===== config.mk =====
export PLATFORM = sky130hd
export DESIGN_NAME = mt_d_cache_arbiter_flat
export DESIGN_NICKNAME = d
export VERILOG_FILES = /design/src/rtl/mt_d_cache_arbiter_if.sv /design/src/rtl/mt_d_cache_arbiter.sv /design/src/flat_wrapper.sv
export SDC_FILE = /design/constraint.sdc
export NUM_CORES = 1
export LEC_CHECK = 0
export BUFFER_PORTS_ARGS = -buffer_cell sky130_fd_sc_hd__buf_2
export CAP_MARGIN = 10
export CORE_MARGIN = 1.5
export CORE_UTILIZATION = 43
export CTS_BUF_LIST = sky130_fd_sc_hd__clkbuf_2 sky130_fd_sc_hd__clkbuf_4 sky130_fd_sc_hd__clkbuf_8
export DETAILED_ROUTE_END_ITERATION = 16
export GPL_ROUTABILITY_DRIVEN = 0
export PLACE_DENSITY_LB_ADDON = 0.3
export SLEW_MARGIN = 25
export SYNTH_ARGS = -nofsm -noshare
export SYNTH_HDL_FRONTEND = slang
export SYNTH_SLANG_ARGS = --single-unit
export TNS_END_PERCENT = 30

===== constraint.sdc =====
create_clock -name clk -period 4 [get_ports clk]
set_input_delay 0.8 -clock clk [delete_from_list [all_inputs] [get_ports clk]]
set_output_delay 0.8 -clock clk [all_outputs]
set_load 0.01 [all_outputs]

===== src/rtl/mt_d_cache_arbiter_if.sv =====
// Thread-side and cache-side signal bundle for mt_d_cache_arbiter.
// The arbiter connects through the slave modport and the EX-stage glue/cache through the master modport.
`ifndef ADDR_WIDTH
`define ADDR_WIDTH 26
`endif
`ifndef DATA_WIDTH
`define DATA_WIDTH 32
`endif

interface mt_d_cache_arbiter_if #(
    parameter int THREADS    = 2,
    parameter int ADDR_WIDTH = `ADDR_WIDTH,
    parameter int DATA_WIDTH = `DATA_WIDTH
);
    logic [THREADS-1:0]    req_valid;
    logic [THREADS-1:0]    req_ready;
    logic [THREADS-1:0]    req_write;
    logic [ADDR_WIDTH-1:0] req_addr [THREADS];
    logic [DATA_WIDTH-1:0] req_data [THREADS];

    logic                  cache_valid;
    logic                  cache_write;
    logic [ADDR_WIDTH-1:0] cache_addr;
    logic [DATA_WIDTH-1:0] cache_data;
    logic                  cache_ready;

    logic                  resp_valid;
    logic [DATA_WIDTH-1:0] resp_data;
    logic [THREADS-1:0]    rsp_valid;
    logic [DATA_WIDTH-1:0] rsp_data;
    logic                  busy;

    modport slave (
        input  req_valid, req_write, req_addr, req_data,
        input  cache_ready, resp_valid, resp_data,
        output req_ready, cache_valid, cache_write, cache_addr, cache_data,
        output rsp_valid, rsp_data, busy
    );

    modport master (
        output req_valid, req_write, req_addr, req_data,
        output cache_ready, resp_valid, resp_data,
        input  req_ready, cache_valid, cache_write, cache_addr, cache_data,
        input  rsp_valid, rsp_data, busy
    );
endinterface


===== src/rtl/mt_d_cache_arbiter.sv =====
// Round-robin d-cache request arbiter for THREADS hardware threads, one request in flight.
// Define MT_D_CACHE_ADDR_TAG_EN to replace the cache address MSBs with the issuing thread ID.
`ifndef ADDR_WIDTH
`define ADDR_WIDTH 26
`endif
`ifndef DATA_WIDTH
`define DATA_WIDTH 32
`endif

module mt_d_cache_arbiter #(
    parameter int THREADS    = 2,
    parameter int ADDR_WIDTH = `ADDR_WIDTH,
    parameter int DATA_WIDTH = `DATA_WIDTH
) (
    input logic                 clk,
    input logic                 rst,
    mt_d_cache_arbiter_if.slave bus
);
    localparam int TID_BITS = $clog2(THREADS);

    typedef enum logic [1:0] {
        S_IDLE,
        S_ISSUE,
        S_WAIT
    } state_t;

    state_t                r_state;
    logic [THREADS-1:0]    r_held;
    logic [THREADS-1:0]    r_held_write;
    logic [ADDR_WIDTH-1:0] r_held_addr [THREADS];
    logic [DATA_WIDTH-1:0] r_held_data [THREADS];
    logic [TID_BITS-1:0]   r_grant;
    logic [TID_BITS-1:0]   r_last_grant;

    logic                  r_cache_valid;
    logic                  r_cache_write;
    logic [ADDR_WIDTH-1:0] r_cache_addr;
    logic [DATA_WIDTH-1:0] r_cache_data;
    logic [THREADS-1:0]    r_rsp_valid;
    logic [DATA_WIDTH-1:0] r_rsp_data;

    logic [THREADS-1:0]    w_accept;
    logic [TID_BITS-1:0]   w_pick;
    logic [ADDR_WIDTH-1:0] w_issue_addr;

    assign w_accept = bus.req_valid & ~r_held;

    // Scan from farthest to nearest so the first held thread after last_grant wins.
    always_comb begin
        w_pick = r_last_grant;
        for (int i = THREADS; i >= 1; i--) begin
            if (r_held[r_last_grant + TID_BITS'(i)]) begin
                w_pick = r_last_grant + TID_BITS'(i);
            end
        end
    end

`ifdef MT_D_CACHE_ADDR_TAG_EN
    assign w_issue_addr = {w_pick, r_held_addr[w_pick][ADDR_WIDTH-TID_BITS-1:0]};
`else
    assign w_issue_addr = r_held_addr[w_pick];
`endif

    // NOTE: the payload registers carry no reset; r_held qualifies them, so only the flags need one.
    always_ff @(posedge clk) begin
        for (int t = 0; t < THREADS; t++) begin
            if (w_accept[t]) begin
                r_held_write[t] <= bus.req_write[t];
                r_held_addr[t]  <= bus.req_addr[t];
                r_held_data[t]  <= bus.req_data[t];
            end
        end
    end

    // NOTE: sequential state uses non-blocking assignments so every register sees pre-edge values.
    always_ff @(posedge clk) begin
        if (rst) begin
            r_state       <= S_IDLE;
            r_held        <= '0;
            r_grant       <= '0;
            r_last_grant  <= TID_BITS'(THREADS - 1);
            r_cache_valid <= 1'b0;
            r_cache_write <= 1'b0;
            r_cache_addr  <= '0;
            r_cache_data  <= '0;
            r_rsp_valid   <= '0;
            r_rsp_data    <= '0;
        end else begin
            r_rsp_valid <= '0;
            r_held      <= r_held | w_accept;
            case (r_state)
                S_IDLE: begin
                    if (|r_held) begin
                        r_grant       <= w_pick;
                        r_cache_valid <= 1'b1;
                        r_cache_write <= r_held_write[w_pick];
                        r_cache_addr  <= w_issue_addr;
                        r_cache_data  <= r_held_data[w_pick];
                        r_state       <= S_ISSUE;
                    end
                end
                S_ISSUE: begin
                    if (bus.cache_ready) begin
                        r_cache_valid <= 1'b0;
                        r_state       <= S_WAIT;
                    end
                end
                S_WAIT: begin
                    if (bus.resp_valid) begin
                        r_rsp_valid  <= THREADS'(1) << r_grant;
                        r_rsp_data   <= bus.resp_data;
                        r_held       <= (r_held | w_accept) & ~(THREADS'(1) << r_grant);
                        r_last_grant <= r_grant;
                        r_state      <= S_IDLE;
                    end
                end
                default: r_state <= S_IDLE;
            endcase
        end
    end

    assign bus.req_ready   = ~r_held;
    assign bus.cache_valid = r_cache_valid;
    assign bus.cache_write = r_cache_write;
    assign bus.cache_addr  = r_cache_addr;
    assign bus.cache_data  = r_cache_data;
    assign bus.rsp_valid   = r_rsp_valid;
    assign bus.rsp_data    = r_rsp_data;
    assign bus.busy        = (r_state != S_IDLE) || (|r_held);
endmodule


===== src/flat_wrapper.sv =====
// flat-port wrapper written by rule: the top's interface ports become plain ports
module mt_d_cache_arbiter_flat 
#(
    parameter int THREADS    = 2,
    parameter int ADDR_WIDTH = `ADDR_WIDTH,
    parameter int DATA_WIDTH = `DATA_WIDTH
)
  (clk, rst, bus_req_valid, bus_req_write, bus_req_addr, bus_req_data, bus_cache_ready, bus_resp_valid, bus_resp_data, bus_req_ready, bus_cache_valid, bus_cache_write, bus_cache_addr, bus_cache_data, bus_rsp_valid, bus_rsp_data, bus_busy);
  mt_d_cache_arbiter_if #(.THREADS(THREADS), .ADDR_WIDTH(ADDR_WIDTH), .DATA_WIDTH(DATA_WIDTH)) bus_i ();
  input logic clk;
  input logic rst;
  input wire logic [$bits(bus_i.req_valid)-1:0] bus_req_valid;
  input wire logic [$bits(bus_i.req_write)-1:0] bus_req_write;
  input wire logic [$bits(bus_i.req_addr)-1:0] bus_req_addr;
  input wire logic [$bits(bus_i.req_data)-1:0] bus_req_data;
  input wire logic [$bits(bus_i.cache_ready)-1:0] bus_cache_ready;
  input wire logic [$bits(bus_i.resp_valid)-1:0] bus_resp_valid;
  input wire logic [$bits(bus_i.resp_data)-1:0] bus_resp_data;
  output wire logic [$bits(bus_i.req_ready)-1:0] bus_req_ready;
  output wire logic [$bits(bus_i.cache_valid)-1:0] bus_cache_valid;
  output wire logic [$bits(bus_i.cache_write)-1:0] bus_cache_write;
  output wire logic [$bits(bus_i.cache_addr)-1:0] bus_cache_addr;
  output wire logic [$bits(bus_i.cache_data)-1:0] bus_cache_data;
  output wire logic [$bits(bus_i.rsp_valid)-1:0] bus_rsp_valid;
  output wire logic [$bits(bus_i.rsp_data)-1:0] bus_rsp_data;
  output wire logic [$bits(bus_i.busy)-1:0] bus_busy;
  assign bus_i.req_valid = bus_req_valid;
  assign bus_i.req_write = bus_req_write;
  assign bus_i.req_addr = {>>{bus_req_addr}};
  assign bus_i.req_data = {>>{bus_req_data}};
  assign bus_i.cache_ready = bus_cache_ready;
  assign bus_i.resp_valid = bus_resp_valid;
  assign bus_i.resp_data = bus_resp_data;
  assign bus_req_ready = bus_i.req_ready;
  assign bus_cache_valid = bus_i.cache_valid;
  assign bus_cache_write = bus_i.cache_write;
  assign bus_cache_addr = bus_i.cache_addr;
  assign bus_cache_data = bus_i.cache_data;
  assign bus_rsp_valid = bus_i.rsp_valid;
  assign bus_rsp_data = bus_i.rsp_data;
  assign bus_busy = bus_i.busy;
  mt_d_cache_arbiter #(.THREADS(THREADS), .ADDR_WIDTH(ADDR_WIDTH), .DATA_WIDTH(DATA_WIDTH)) u_core (.clk(clk), .rst(rst), .bus(bus_i));
endmodule

Word-level counts from Yosys, hierarchy flattened
Memories as Yosys holds them, arrays and structs flattened. A register that Yosys moved wholly into a read port is not among the register bits.
Index checks and enable logic that the tools add are counted.
- register bits: 44
- RAM bits: 116
- logic and storage cells: 56
- output and inout bits: 97
- bits of input ports: 156
- memories: 2
- order comparisons: 2
- reductions and logical operators: 10
- eq/ne operators: 5
- shifts and indexed selects: 1
- $add $sub $neg: 1
- bitwise logic cells: 7
- multiplexer cells: 18
- memory list (memory ; words ; bits a word ; rd ports ; clocked after Yosys merged registers in ; wr ports ; line ; text):
    u_core.r_held_data ; 2 ; 32 ; 1 ; 1 ; 2 ; mt_d_cache_arbiter.sv:31 ; logic [DATA_WIDTH-1:0] r_held_data [THREADS];
    u_core.r_held_addr ; 2 ; 26 ; 1 ; 1 ; 2 ; mt_d_cache_arbiter.sv:30 ; logic [ADDR_WIDTH-1:0] r_held_addr [THREADS];
- operators by type and width (cell ; count):
    $mux W1 ; 11
    $mux W2 ; 5
    $pmux W2 S3 ; 1
    $reduce_and A3 Y1 ; 2
    $and A2 B2 Y2 ; 2
    $lt A1 B2 Y1 const B ; 2
    $ne A2 B2 Y1 const B ; 2
    $not A2 Y2 ; 2
    $reduce_and A2 Y1 ; 2
    $reduce_bool A2 Y1 ; 2
    $reduce_or A3 Y1 ; 1
    $eq A2 B1 Y1 const B ; 1
    $eq A2 B2 Y1 const B ; 1
    $logic_not A2 Y1 ; 1
    $ne A2 B1 Y1 const B ; 1
    $not A1 Y1 ; 2
    $or A2 B2 Y2 ; 1
    $pmux W1 S2 ; 1
    $reduce_or A2 Y1 ; 1
    $shl A1 B1 Y2 const A ; 1
    $add A1 B1 Y1 const B ; 1
    $logic_or A1 B1 Y1 ; 1

Logic depth before layout (Yosys ltp)
- depth in word-level cells: 6
- gate-level depth with buffers: 6
- gate-level depth less buffers: 3

Worst setup path before layout
Ideal clock, no wire load.
- path type: input -> register
- from: input bus_req_valid[0]
- to: memory u_core.r_held_addr[0][0] (netlist name) (enable)
- setup time: 0.483 ns
- data required time: 3.517 ns
- setup slack: 0.116 ns
- buffers on the path: 0
- stages on the path: 1
- data arrival time: 3.401 ns
- cell sequence: nor2b_1
- RTL lines (element ; line ; text):
    from (decl) ; flat_wrapper.sv:12 ; input wire logic [$bits(bus_i.req_valid)-1:0] bus_req_valid;
    to (decl) ; mt_d_cache_arbiter.sv:30 ;

Worst setup path in the final report
- from: register u_core.r_state[1]
- to: output bus_busy
- word-level cells in the longest chain between the ends: 2
- ends and longest elaborated chain (element ; line ; text):
    from (decl) ; mt_d_cache_arbiter.sv:27 ; state_t r_state;
    from (signal assigned) ; mt_d_cache_arbiter.sv:78 ; r_state <= S_IDLE;
    from (signal assigned) ; mt_d_cache_arbiter.sv:99 ; r_state <= S_ISSUE;
    from (signal assigned) ; mt_d_cache_arbiter.sv:105 ; r_state <= S_WAIT;
    $reduce_bool A2 Y1 ; mt_d_cache_arbiter.sv:129 ; assign bus.busy = (r_state != S_IDLE) || (|r_held);
    $logic_or A1 B1 Y1 ; mt_d_cache_arbiter.sv:129 ;
    to (decl) ; flat_wrapper.sv:26 ; output wire logic [$bits(bus_i.busy)-1:0] bus_busy;
No other way between the ends.

==> results.json <==
{
  "critPathSlowestCell": "nor2_4",
  "cp-endpoint": "bus_busy",
  "grt_pass1_vias": 5827,
  "final.setup.tns_ps": 0,
  "dieArea_um2": 20100,
  "use_met1_pct": 25.2,
  "grtUsageMet3_pct": 7.26,
  "synth_top_area_cell": "edfxtp_1",
  "max_slew.worst_pin.slew_ps": 976,
  "arrival_ps": 1880,
  "die_h_um": 142,
  "grt_max_degree": 62,
  "dpl.hpwl_um": 12500,
  "syn_to_final_growth_pct": 26.3,
  "max_cap_violations": 0,
  "ys_ff_latch": 218,
  "p_seq_share_pct": 47.4,
  "wire_per_inst_um": 18.0,
  "ys_seq_area_share_pct": 66.9,
  "grt_overflow": 0,
  "drtIter0Drc": 256,
  "core_area_um2": 18800,
  "hold_depth": 2,
  "required_ps": 3200,
  "regArea_um2": 5550,
  "start_util_pct": 44.1,
  "worstPathMaxFanout": 27,
  "worst-path-buf-inv": 1,
  "setup_violations": 0,
  "fin_nets": 1043,
  "yosysTopAreaCellShare_pct": 42.8,
  "cts_tree": "built",
  "finalCritPeriodShare_pct": 67.1,
  "regToRegSetupSlack_ps": 1760,
  "htree_levels": 2,
  "syn-instance-count": 648,
  "leakagePower_nw": 4.08,
  "r2r_end": "u_core.bus.cache_addr[15]",
  "async_reset_ff_share_pct": 0,
  "drive_above_1_share_pct": 43.8,
  "path_class": "reg2out",
  "fin_crit_ps": 2680,
  "max-slew-margin-rel_pct": 35.0,
  "switching_share_pct": 24.7,
  "ctsResizeCount": 0,
  "num_rows": 50,
  "grt_pass1_wl_um": 31500,
  "num_io_pins": 253,
  "synth_most_common_cell": "edfxtp_1",
  "r2r_start": "u_core.r_held[0]",
  "synth_nets": 804,
  "cts_setup_buffers": 0,
  "viasPerCell": 5.26,
  "drt_wl_total_um": 20700,
  "grt_setup_unrepaired": "false",
  "startpoint": "u_core.r_state[1]",
  "first_pass_iters": 5,
  "clk_path_buf_depth": 3,
  "status": "complete, no violations",
  "holdBufCountCts": 0,
  "pwr_density_cell_nw_per_um2": 526,
  "crit_family": "simple AND/OR/NAND/NOR gates",
  "antenna_found_initial": 1,
  "track_usage_pct": 20.3,
  "synth_area_um2": 8280,
  "multi_input_area_um2": 2400,
  "syn_avg_cell_area_um2": 12.8,
  "cp_num_cells": 3,
  "synth.distinct_cells": 27,
  "dp.cells": 1080,
  "drv_slew": 0,
  "synth_edf_count": 118,
  "slowest_delay_ps": 600,
  "fillers": 1626,
  "cp-start-kind": "register",
  "diodes": 0,
  "r2r_cells": 4,
  "dieWidth_um": 142,
  "hp-class": "reg2reg",
  "final_cell_count_no_fill": 1150,
  "clkTransAtPathRegs_ps": 60,
  "grt_use_met2_pct": 33.6,
  "clk-insertion-delay-late_ps": 510,
  "p_comb_share_pct": 12.8,
  "cts.sinks": 218,
  "yosys_most_used_dff": "edfxtp_1",
  "cts_buffers": 38,
  "grt-busiest-layer": "met2",
  "drtAntennaViolNets": 0,
  "max_clock_freq_mhz": 373,
  "crit_chain": "nor2_4 > nand3_1 > buf_2",
  "clkPwrFrac_pct": 39.8,
  "synth_area_leaders": "edfxtp_1, dfxtp_1, a311oi_2, a21oi_1, nand3_1",
  "synth.top_cells.by_count": "edfxtp_1, dfxtp_1, a21oi_1, nand2_1",
  "finClkSkew_ps": 15.0,
  "vdd_ir_drop_max_uv": 303,
  "p_sw_mw": 1.36,
  "drc": 0,
  "hold_viol": 0,
  "vias": 6050,
  "cp-end-kind": "output pin",
  "ctsRootBufferMaster": "clkbuf_8",
  "synth_warnings": 0,
  "cellInternalPower_mw": 4.14,
  "portBuffers": 252
}
-- cell usage in the layout, fill, tap and decap left out --
cell        synthesis  final
nor2_4              0      1
nor2b_4             0      2
inv_1               2      2
nand3b_1            2      2
clkbuf_8            0     43
nand2b_2            0      2
or3b_2              1      1
a21oi_1            96     96
clkinvlp_4          0      1
bufinv_16           0      3
clkinv_1            0      2
buf_2               8    251
o21a_1              1      1
buf_4               0     10
nor3b_1             1      1
nand3_1            60     60
nor3_1              2      2
or2_2               0      1
and3b_2             0      1
dfxtp_1           100    100
a311oi_2           60     60
edfxtp_1          118    118
o21ai_1             2      2
nand2_1            69     69
buf_16              0      1
nor2_1              3      3
clkinv_2            0      4
buf_12              6      1
and2_4              1      1
and2b_4             0      2
clkbuf_4            0     16
o21ai_0            57     57
-- power groups by stage --
stage	Combinational (mW)	Sequential, mW	Clock, mW
finish	0.705	2.61	2.19
global route	0.771	2.62	2.36
CTS	0.705	2.61	2.24
detailed placement	0.704	2.65	0
global placement	0.696	2.65	0
floorplan	0.427	2.69	0
-- sequential cells by signal, summed over array words and instances (netlist names) --
signal and count:
u_core.bus.cache_addr 26, u_core.bus.cache_data 32, u_core.bus.cache_valid 1, u_core.bus.cache_write 1, u_core.bus.rsp_data 32, u_core.bus.rsp_valid 2, u_core.r_grant 1, u_core.r_held 2
u_core.r_held_addr 52, u_core.r_held_data 64, u_core.r_held_write 2, u_core.r_last_grant 1, u_core.r_state 2
-- through the flow --
stage                     utilization (%)  power (mW)  hold WS (ps)  cell area, um^2  setup WS (ps)
final                                55.7        5.50           450            10500           1320
after global routing                 55.7        5.75           422            10500           1170
after CTS                            55.6        5.55           425            10400           1270
after detailed placement             51.1        3.35           445             9590           1570
after global placement               51.1        3.34           439             9590           1630
after floorplan                         -        3.11           449             8280            116
-- worst register-to-register path: stages, from the launching register on --
cell	delay, ps
dfxtp_1	460
nand2b_2	830
buf_4	430
nand3_1	140
a311oi_2	290
-- how the worst min path moves through the flow --
stage | slack (ps) | endpoint | startpoint
2_1_floorplan | 450 | u_core.r_last_grant | u_core.r_last_grant
3_3_place_gp | 440 | u_core.bus.rsp_data[21] | u_core.bus.rsp_data[21]
3_5_place_dp | 440 | u_core.bus.rsp_data[8] | u_core.bus.rsp_data[8]
4_1_cts | 420 | u_core.r_held_data[1][18] | bus_req_data[18]
5_1_grt | 420 | u_core.r_held_data[1][18] | bus_req_data[18]
6_report | 450 | u_core.bus.rsp_data[11] | u_core.bus.rsp_data[11]
-- area by class of cell --
cell class              instances  area share (%)
clock buffers                  59            6.81
clock inverters                10            1.20
inverters                       2          0.0718
multi-input cells             364            22.9
flip-flops and latches        218            53.0
well taps                     234            2.80
repair buffers                263            13.2
-- metal layers --
| metal | up-vias | part of all wire, % |
|---|---|---|
| li1 | 2915 | - |
| met2 | 264 | 48 |
| met3 | 21 | 9.3 |
| met1 | 2850 | 41 |
| met5 | - | 0 |
| met4 | 0 | 1.3 |
-- kinds of logic (layout without fill, tap and decap cells) --
group | count (synthesis) | after routing | share of synthesized area [%]
compound gates | 216 | 216 | 20.3
buf+inv | 66 | 334 | 4.49
flops | 218 | 218 | 66.9
simple gates | 148 | 148 | 8.23
(Power assumes the default switching activity.)
